`src/rtl/uart_rx_frame_if.sv`:
```
// uart_rx_frame_if: bit-timer/consumer side signals of the UART RX frame assembler
interface uart_rx_frame_if #(
    parameter int DATA_BITS  = 8,
    parameter int FRAME_BITS = 11
);
    logic                  data_in;
    logic                  shift;
    logic                  clear;
    logic                  data_ready;
    logic [FRAME_BITS-1:0] frame_out;
    logic [DATA_BITS-1:0]  data_out;
    logic                  data_valid;
    logic                  parity_err;
    logic                  frame_err;
    logic                  overrun;
    logic                  busy;
    modport master (
        output data_in, shift, clear, data_ready,
        input  frame_out, data_out, data_valid, parity_err, frame_err, overrun, busy
    );
    modport slave (
        input  data_in, shift, clear, data_ready,
        output frame_out, data_out, data_valid, parity_err, frame_err, overrun, busy
    );
endinterface

```
`src/rtl/uart_rx_frame_shiftreg.sv`:
```
// uart_rx_frame_shiftreg: UART RX frame assembler with start detect, parity/stop check and valid/ready holding register
module uart_rx_frame_shiftreg #(
    parameter int DATA_BITS  = 8,
    parameter int PARITY_EN  = 1,
    parameter int PARITY_ODD = 0,
    parameter int STOP_BITS  = 1
) (
    input logic            clk,
    input logic            reset,
    uart_rx_frame_if.slave bus
);
    localparam int FRAME_BITS = 1 + DATA_BITS + PARITY_EN + STOP_BITS;
    localparam int CW = $clog2(FRAME_BITS + 1);
    typedef enum logic [1:0] {IDLE, SHIFT, LOAD} state_t;
    state_t                state, state_nx;
    logic [CW-1:0]         cnt, cnt_nx;
    logic [FRAME_BITS-1:0] frame;
    logic [DATA_BITS-1:0]  data;
    logic                  valid, par_err, frm_err, ovr;
    logic                  take, load, last, par_bad;
    // outside a frame a 1 is line idle, so only a 0 is captured there
    assign take    = bus.shift & ~bus.clear & ((state == SHIFT) | ~bus.data_in);
    assign load    = state == LOAD;
    assign last    = cnt == CW'(FRAME_BITS - 1);
    assign par_bad = (^frame[DATA_BITS+1:1]) != 1'(PARITY_ODD);
    always_comb begin
        state_nx = state;
        cnt_nx   = cnt;
        if (bus.clear) begin
            state_nx = IDLE;
            cnt_nx   = '0;
        end else if (state == SHIFT) begin
            if (take) begin
                state_nx = last ? LOAD : SHIFT;
                cnt_nx   = last ? '0 : cnt + CW'(1);
            end
        end else begin
            state_nx = take ? SHIFT : IDLE;
            cnt_nx   = take ? CW'(1) : '0;
        end
    end
    always_ff @(posedge clk or posedge reset) begin
        if (reset) begin
            state   <= IDLE;
            cnt     <= '0;
            frame   <= '1;
            data    <= '0;
            valid   <= 1'b0;
            par_err <= 1'b0;
            frm_err <= 1'b0;
            ovr     <= 1'b0;
        end else begin
            state <= state_nx;
            cnt   <= cnt_nx;
            if (bus.clear)
                frame <= '1;
            else if (take)
                frame <= {bus.data_in, frame[FRAME_BITS-1:1]};
            // a full holding register only takes the new word if it is drained on the same edge
            if (load & (~valid | bus.data_ready)) begin
                data    <= frame[DATA_BITS:1];
                par_err <= (PARITY_EN != 0) & par_bad;
                frm_err <= ~&frame[FRAME_BITS-1 -: STOP_BITS];
                valid   <= 1'b1;
            end else if (valid & bus.data_ready) begin
                valid <= 1'b0;
            end
            ovr <= ~bus.clear & (ovr | (load & valid & ~bus.data_ready));
        end
    end
    assign bus.frame_out  = frame;
    assign bus.data_out   = data;
    assign bus.data_valid = valid;
    assign bus.parity_err = par_err;
    assign bus.frame_err  = frm_err;
    assign bus.overrun    = ovr;
    assign bus.busy       = state != IDLE;
endmodule

```
`src/flat_wrapper.sv`:
```
// flat-port wrapper written by rule: the top's interface ports become plain ports
module uart_rx_frame_shiftreg_flat 
#(
    parameter int DATA_BITS  = 8,
    parameter int PARITY_EN  = 1,
    parameter int PARITY_ODD = 0,
    parameter int STOP_BITS  = 1
)
  (clk, reset, bus_data_in, bus_shift, bus_clear, bus_data_ready, bus_frame_out, bus_data_out, bus_data_valid, bus_parity_err, bus_frame_err, bus_overrun, bus_busy);
  uart_rx_frame_if #(.DATA_BITS(DATA_BITS), .FRAME_BITS(11)) bus_i ();
  input logic clk;
  input logic reset;
  input wire logic [$bits(bus_i.data_in)-1:0] bus_data_in;
  input wire logic [$bits(bus_i.shift)-1:0] bus_shift;
  input wire logic [$bits(bus_i.clear)-1:0] bus_clear;
  input wire logic [$bits(bus_i.data_ready)-1:0] bus_data_ready;
  output wire logic [$bits(bus_i.frame_out)-1:0] bus_frame_out;
  output wire logic [$bits(bus_i.data_out)-1:0] bus_data_out;
  output wire logic [$bits(bus_i.data_valid)-1:0] bus_data_valid;
  output wire logic [$bits(bus_i.parity_err)-1:0] bus_parity_err;
  output wire logic [$bits(bus_i.frame_err)-1:0] bus_frame_err;
  output wire logic [$bits(bus_i.overrun)-1:0] bus_overrun;
  output wire logic [$bits(bus_i.busy)-1:0] bus_busy;
  assign bus_i.data_in = bus_data_in;
  assign bus_i.shift = bus_shift;
  assign bus_i.clear = bus_clear;
  assign bus_i.data_ready = bus_data_ready;
  assign bus_frame_out = bus_i.frame_out;
  assign bus_data_out = bus_i.data_out;
  assign bus_data_valid = bus_i.data_valid;
  assign bus_parity_err = bus_i.parity_err;
  assign bus_frame_err = bus_i.frame_err;
  assign bus_overrun = bus_i.overrun;
  assign bus_busy = bus_i.busy;
  uart_rx_frame_shiftreg #(.DATA_BITS(DATA_BITS), .PARITY_EN(PARITY_EN), .PARITY_ODD(PARITY_ODD), .STOP_BITS(STOP_BITS)) u_core (.clk(clk), .reset(reset), .bus(bus_i));
endmodule
```
`config.mk`:
```
export PLATFORM = sky130hd
export DESIGN_NAME = uart_rx_frame_shiftreg_flat
export DESIGN_NICKNAME = d
export VERILOG_FILES = /design/src/rtl/uart_rx_frame_if.sv /design/src/rtl/uart_rx_frame_shiftreg.sv /design/src/flat_wrapper.sv
export SDC_FILE = /design/constraint.sdc
export NUM_CORES = 1
export LEC_CHECK = 0
export CORE_ASPECT_RATIO = 1.4
export CORE_MARGIN = 2
export CORE_UTILIZATION = 52
export CTS_CLUSTER_DIAMETER = 40
export DETAILED_ROUTE_END_ITERATION = 12
export GPL_TIMING_DRIVEN = 0
export PLACE_DENSITY_LB_ADDON = 0.08
export SLEW_MARGIN = 20
export SYNTH_ARGS = -nofsm -noshare
export SYNTH_HDL_FRONTEND = slang
export SYNTH_SLANG_ARGS = --single-unit
```
`constraint.sdc`:
```
create_clock -name clk -period 3.7 [get_ports clk]
set_clock_uncertainty 0.1 [all_clocks]
set_input_delay 0.74 -clock clk [delete_from_list [all_inputs] [get_ports clk]]
set_output_delay 0.74 -clock clk [all_outputs]
set_load 0.01 [all_outputs]
```
After elaboration in Yosys (flattened, before gate mapping):

Index checks and enable logic that the tools add are counted.

* add/subtract/negate cells: 1
* equal/unequal tests: 4
* multiplexer cells: 14
* bitwise logic cells: 14
* reductions and logical operators: 5

Operators by type and width (count)
* two-way mux 11 bit: 2
* two-way mux 4 bit: 4
* XOR reduction 9 bit: 1
* two-way mux 2 bit: 4
* AND 1 bit: 7
* nonzero test 2 bit: 3
* adder 4 x 1 -> 4 bit, second input constant: 1
* equality test 4 bit, second input constant: 1
* two-way mux 1 bit: 4
* inverter 1 bit: 4
* inequality test 3 x 2 -> 1 bit, second input constant: 1
* OR 1 bit: 3
* equality test 2 x 1 -> 1 bit, second input constant: 1
* equality test 2 bit, second input constant: 1
* logical NOT 1 bit: 1

* flip-flop bits (word level): 29
* bits of input ports: 6
* word-level logic and storage cells: 46

Logic depth before layout (Yosys ltp):

* word-level depth: 6
* gate-level depth with buffers: 6
* gate-level depth less buffers: 6

Worst setup path before layout:

Ideal clock, no wire load.

* path type: input-to-reg
* from: input bus_data_ready
* to: register u_core.data[0] (netlist: u_core.bus.data_out[0])
* library setup time: 0.125 ns
* arrival: 1.486 ns
* required time: 3.475 ns
* setup slack: 1.990 ns
* stages on the path: 3
* path buffers: 0
* path through: nor2b_1 nor2_2 mux2_2

* word-level cells in the longest chain between the ends: 2

Ends and longest elaborated chain
* start: declaration: RTL line flat_wrapper.sv:16 `input wire logic [$bits(bus_i.data_ready)-1:0] bus_data_ready;`
* OR 1 bit: RTL line uart_rx_frame_shiftreg.sv:60 `if (load & (~valid | bus.data_ready)) begin`
* AND 1 bit: RTL line uart_rx_frame_shiftreg.sv:60
* end signal: assignment: RTL line uart_rx_frame_shiftreg.sv:61 `data <= frame[DATA_BITS:1];`
* end: declaration: RTL line uart_rx_frame_shiftreg.sv:18 `logic [DATA_BITS-1:0] data;`

No other way between the ends.
A chain may end at the register's enable or synchronous reset.

Final worst setup path:

* from: register u_core.state[0]
* to: output bus_busy

* word-level cells in the longest chain between the ends: 1

Ends and longest elaborated chain
* start: declaration: RTL line uart_rx_frame_shiftreg.sv:15 `state_t state, state_nx;`
* start signal: assignment: RTL line uart_rx_frame_shiftreg.sv:53 `state <= state_nx;`
* nonzero test 2 bit: RTL line uart_rx_frame_shiftreg.sv:77 `assign bus.busy = state != IDLE;`
* end: declaration: RTL line flat_wrapper.sv:23 `output wire logic [$bits(bus_i.busy)-1:0] bus_busy;`

No other way between the ends.

==> key figures <==
Synthesis
  – Post-synth design cell area: 0.001320 mm2
  – FFs w/ async S/R, synth: 100.0%
  – Synth top area cells: dfrtp_1, dfstp_2, mux2_2
  – Post-synth EDFFs: 0
  – Commonest cells post-synth: dfrtp_1, nor2_1, nand2_1
  – Sequential area share after synthesis: 56.02%
  – Synthesized Nets: 134
  – Post-Syn Area per Cell: 10.48 um2
  – #FFs+latches synth: 29
  – Synth cell types: 27
  – Most used DFF post-synth: dfrtp_1
  – YS warnings: 0
  – Most common cell in the netlist: dfrtp_1
  – Synth top area share: 34.12%
  – Post-Synthesis Cells: 126
  – Post-synth top area cell: dfrtp_1

Clock tree
  – Clk slew on worst S/H paths: 0.09 ns
  – CTS Hold Buffers Added: 0
  – Clock tree buffer depth: 2
  – Postcts setup bufs: 0
  – CTS tree: done
  – H-tree depth: 2
  – Worst-Skew Late Latency: 0.32 ns
  – Root Driver: clkbuf_4
  – Post-CTS Resized: 0
  – Clock Sinks: 29
  – TritonCTS Buffers: 5

Timing
  – Relative slew slack: 61.12%
  – Final count of hold timing violations: 0
  – Final period util: 63.33%
  – Max-slew violation count: 0
  – Setup TNS: 0 ns
  – RSZ-0062 raised after global routing: no
  – Fmax: 0.4268 GHz
  – Crit path time final: 2.343 ns
  – Post-route worst setup slack: 1.357 ns
  – Setup Viol. Count Final: 0
  – Final hold slack: 0.4064 ns
  – Tightest Pin Transition: 0.5823 ns

Power and ir drop
  – Internal: 0.4721 mW
  – Clock power share: 27.7%
  – Comb pwr share: 16.2%
  – Net switching power: 0.1615 mW
  – Sw Ratio: 25.48%
  – Pwr Density: 372.3 mW/mm2
  – Sequential power share: 56.1%
  – Leakage: 0.7287 nW
  – Worst VDD drop: 285.0 uV
  – Final Total Pwr: 0.6336 mW

Floorplanning
  – Die area: 0.002963 mm2
  – I/O pin cnt: 30
  – Die H: 63.62 um
  – Die Width: 46.58 um
  – Num rows: 21
  – Starting density of the core: 55.21%
  – Core ar.: 0.002391 mm2

Worst setup path
  – CP Max Fanout: 4
  – Startpoint class of the critical path: flop
  – RR Startpoint: u_core.bus.frame_out[1]$_DFFE_PP1P_
  – Crit path DAT: 1.50 ns
  – CP startpoint: u_core.state[0]$_DFFE_PP0P_
  – Setup CP Type: flop to output pin
  – CP Capture Type: output pin
  – Worst EP required: 2.86 ns

Global route
  – GRT Overall Usage: 19.81%
  – Largest net degree at the start of global routing: 30
  – Initial antenna violation count: 0
  – Vias in the first global route: 907
  – First-pass GRT wire length: 4.126 mm
  – GRT overflow: 0

Routing
  – Initial DRT Pass Iterations: 4
  – Detailed-route DRC error count: 0
  – Vias per cell: 5.142
  – WL per Instance: 12.12 um
  – Antenna Nets Post-Route: 0
  – Detailed-route via count: 1013
  – Routed wire length: 2.387 mm
  – Detailed router's first-iteration violation count: 25

Hold path
  – Worst hold start: u_core.bus.frame_out[10]$_DFFE_PP1P_
  – Worst hold path class: flop to flop

Placed design
  – HPWL Detailed: 1.726 mm
  – # port buffers: 29
  – Placed cell areas: 0.001653 mm2
  – Place WS: 1.353 ns
  – Final weighted congestion in routability-driven placement: 0.7083
  – Placed Cells: 189

Finish
  – P&R area growth vs syn: 28.91%
  – Antenna Cells: 0
  – Nets@finish: 170
  – Fin area: 0.001702 mm2
  – Post-layout util: 71.17%
  – Layout cells sized above 1: 17.18%
  – Final Non-Filler Cells: 197

Flow run
  – Max_cap viols: 0

Outcome
  – Status: finished clean
[layer usage]
layer | vias to the layer above | global-route usage, % | wire (um)
li1 | 494 | - | -
met1 | 489 | 22.74 | 971
met2 | 23 | 31.42 | 1254
met3 | 7 | 5.158 | 83
met4 | 0 | 11.79 | 77
met5 | - | 0 | 0
[registers in the layout, summed over array words and instances (netlist names)]
signal,cells
u_core.bus.frame_out,11
u_core.bus.data_out,8
u_core.cnt,4
u_core.state,2
u_core.bus.data_valid,1
u_core.bus.frame_err,1
u_core.bus.overrun,1
u_core.bus.parity_err,1
[cell usage in the layout (no fill, tap or decap), types with 2 or more instances in the layout]
master / instances
nand2_1: 16
clkdlybuf4s50_1: 29
clkbuf_1: 7
clkbuf_4: 5
inv_1: 2
dfstp_2: 11
dfrtp_1: 18
o21ai_0: 15
nor3_1: 2
mux2_2: 8
nor2b_1: 3
a21oi_1: 5
nand2b_1: 4
nor2_1: 17
ha_1: 2
xnor2_1: 5
[path summary, 6_finish.rpt]
kind / slack, ns / to / depth (start not counted)
min in group asynchronous: 0.70 / u_core.cnt[3]$_DFFE_PP0P_ / 2
max: 1.36 / bus_busy / 2
min reg2reg: 0.41 / u_core.bus.frame_out[9]$_DFFE_PP1P_ / 2
min: 0.41 / u_core.bus.frame_out[9]$_DFFE_PP1P_ / 2
max reg2reg: 1.93 / u_core.bus.parity_err$_DFFE_PP0P_ / 4
max in group asynchronous: 2.42 / u_core.bus.data_out[6]$_DFFE_PP0P_ / 2
[power groups by stage]
stage | clock network, mW | logic (mW) | registers [mW]
floorplan | 0 | 0.0578 | 0.364
global placement | 0 | 0.102 | 0.361
detailed placement | 0 | 0.104 | 0.362
CTS | 0.183 | 0.104 | 0.356
global route | 0.196 | 0.114 | 0.358
finish | 0.175 | 0.102 | 0.356
[final cells by class]
class | instances | area, um2
plain buffers | 4 | 15.01
clock buffers | 8 | 48.80
fillers | 183 | 689.4
inverters | 3 | 11.26
multi-input cells | 90 | 554.3
flip-flops and latches | 29 | 739.5
well taps | 34 | 42.54
repair buffers | 29 | 290.3
[cell families (layout without fill, tap and decap cells)]
kind of cell / Yosys count / count (layout) / synth area share [%]
adders and majority gates: 2 / 2 / 1.895
AOI/OAI and AO/OA: 24 / 24 / 9.764
muxes: 10 / 10 / 8.720
buffers and inverters: 7 / 44 / 1.990
and+or+nand+nor: 47 / 47 / 15.92
DFF: 29 / 29 / 56.02
xor gates and xnor gates: 7 / 7 / 5.687
[critical path, stage by stage, from the launching register on]
cell,delay (ns)
dfrtp_1,0.41
or2_2,0.30
clkdlybuf4s50_1,0.48
Power figures use the tool's default switching activity.
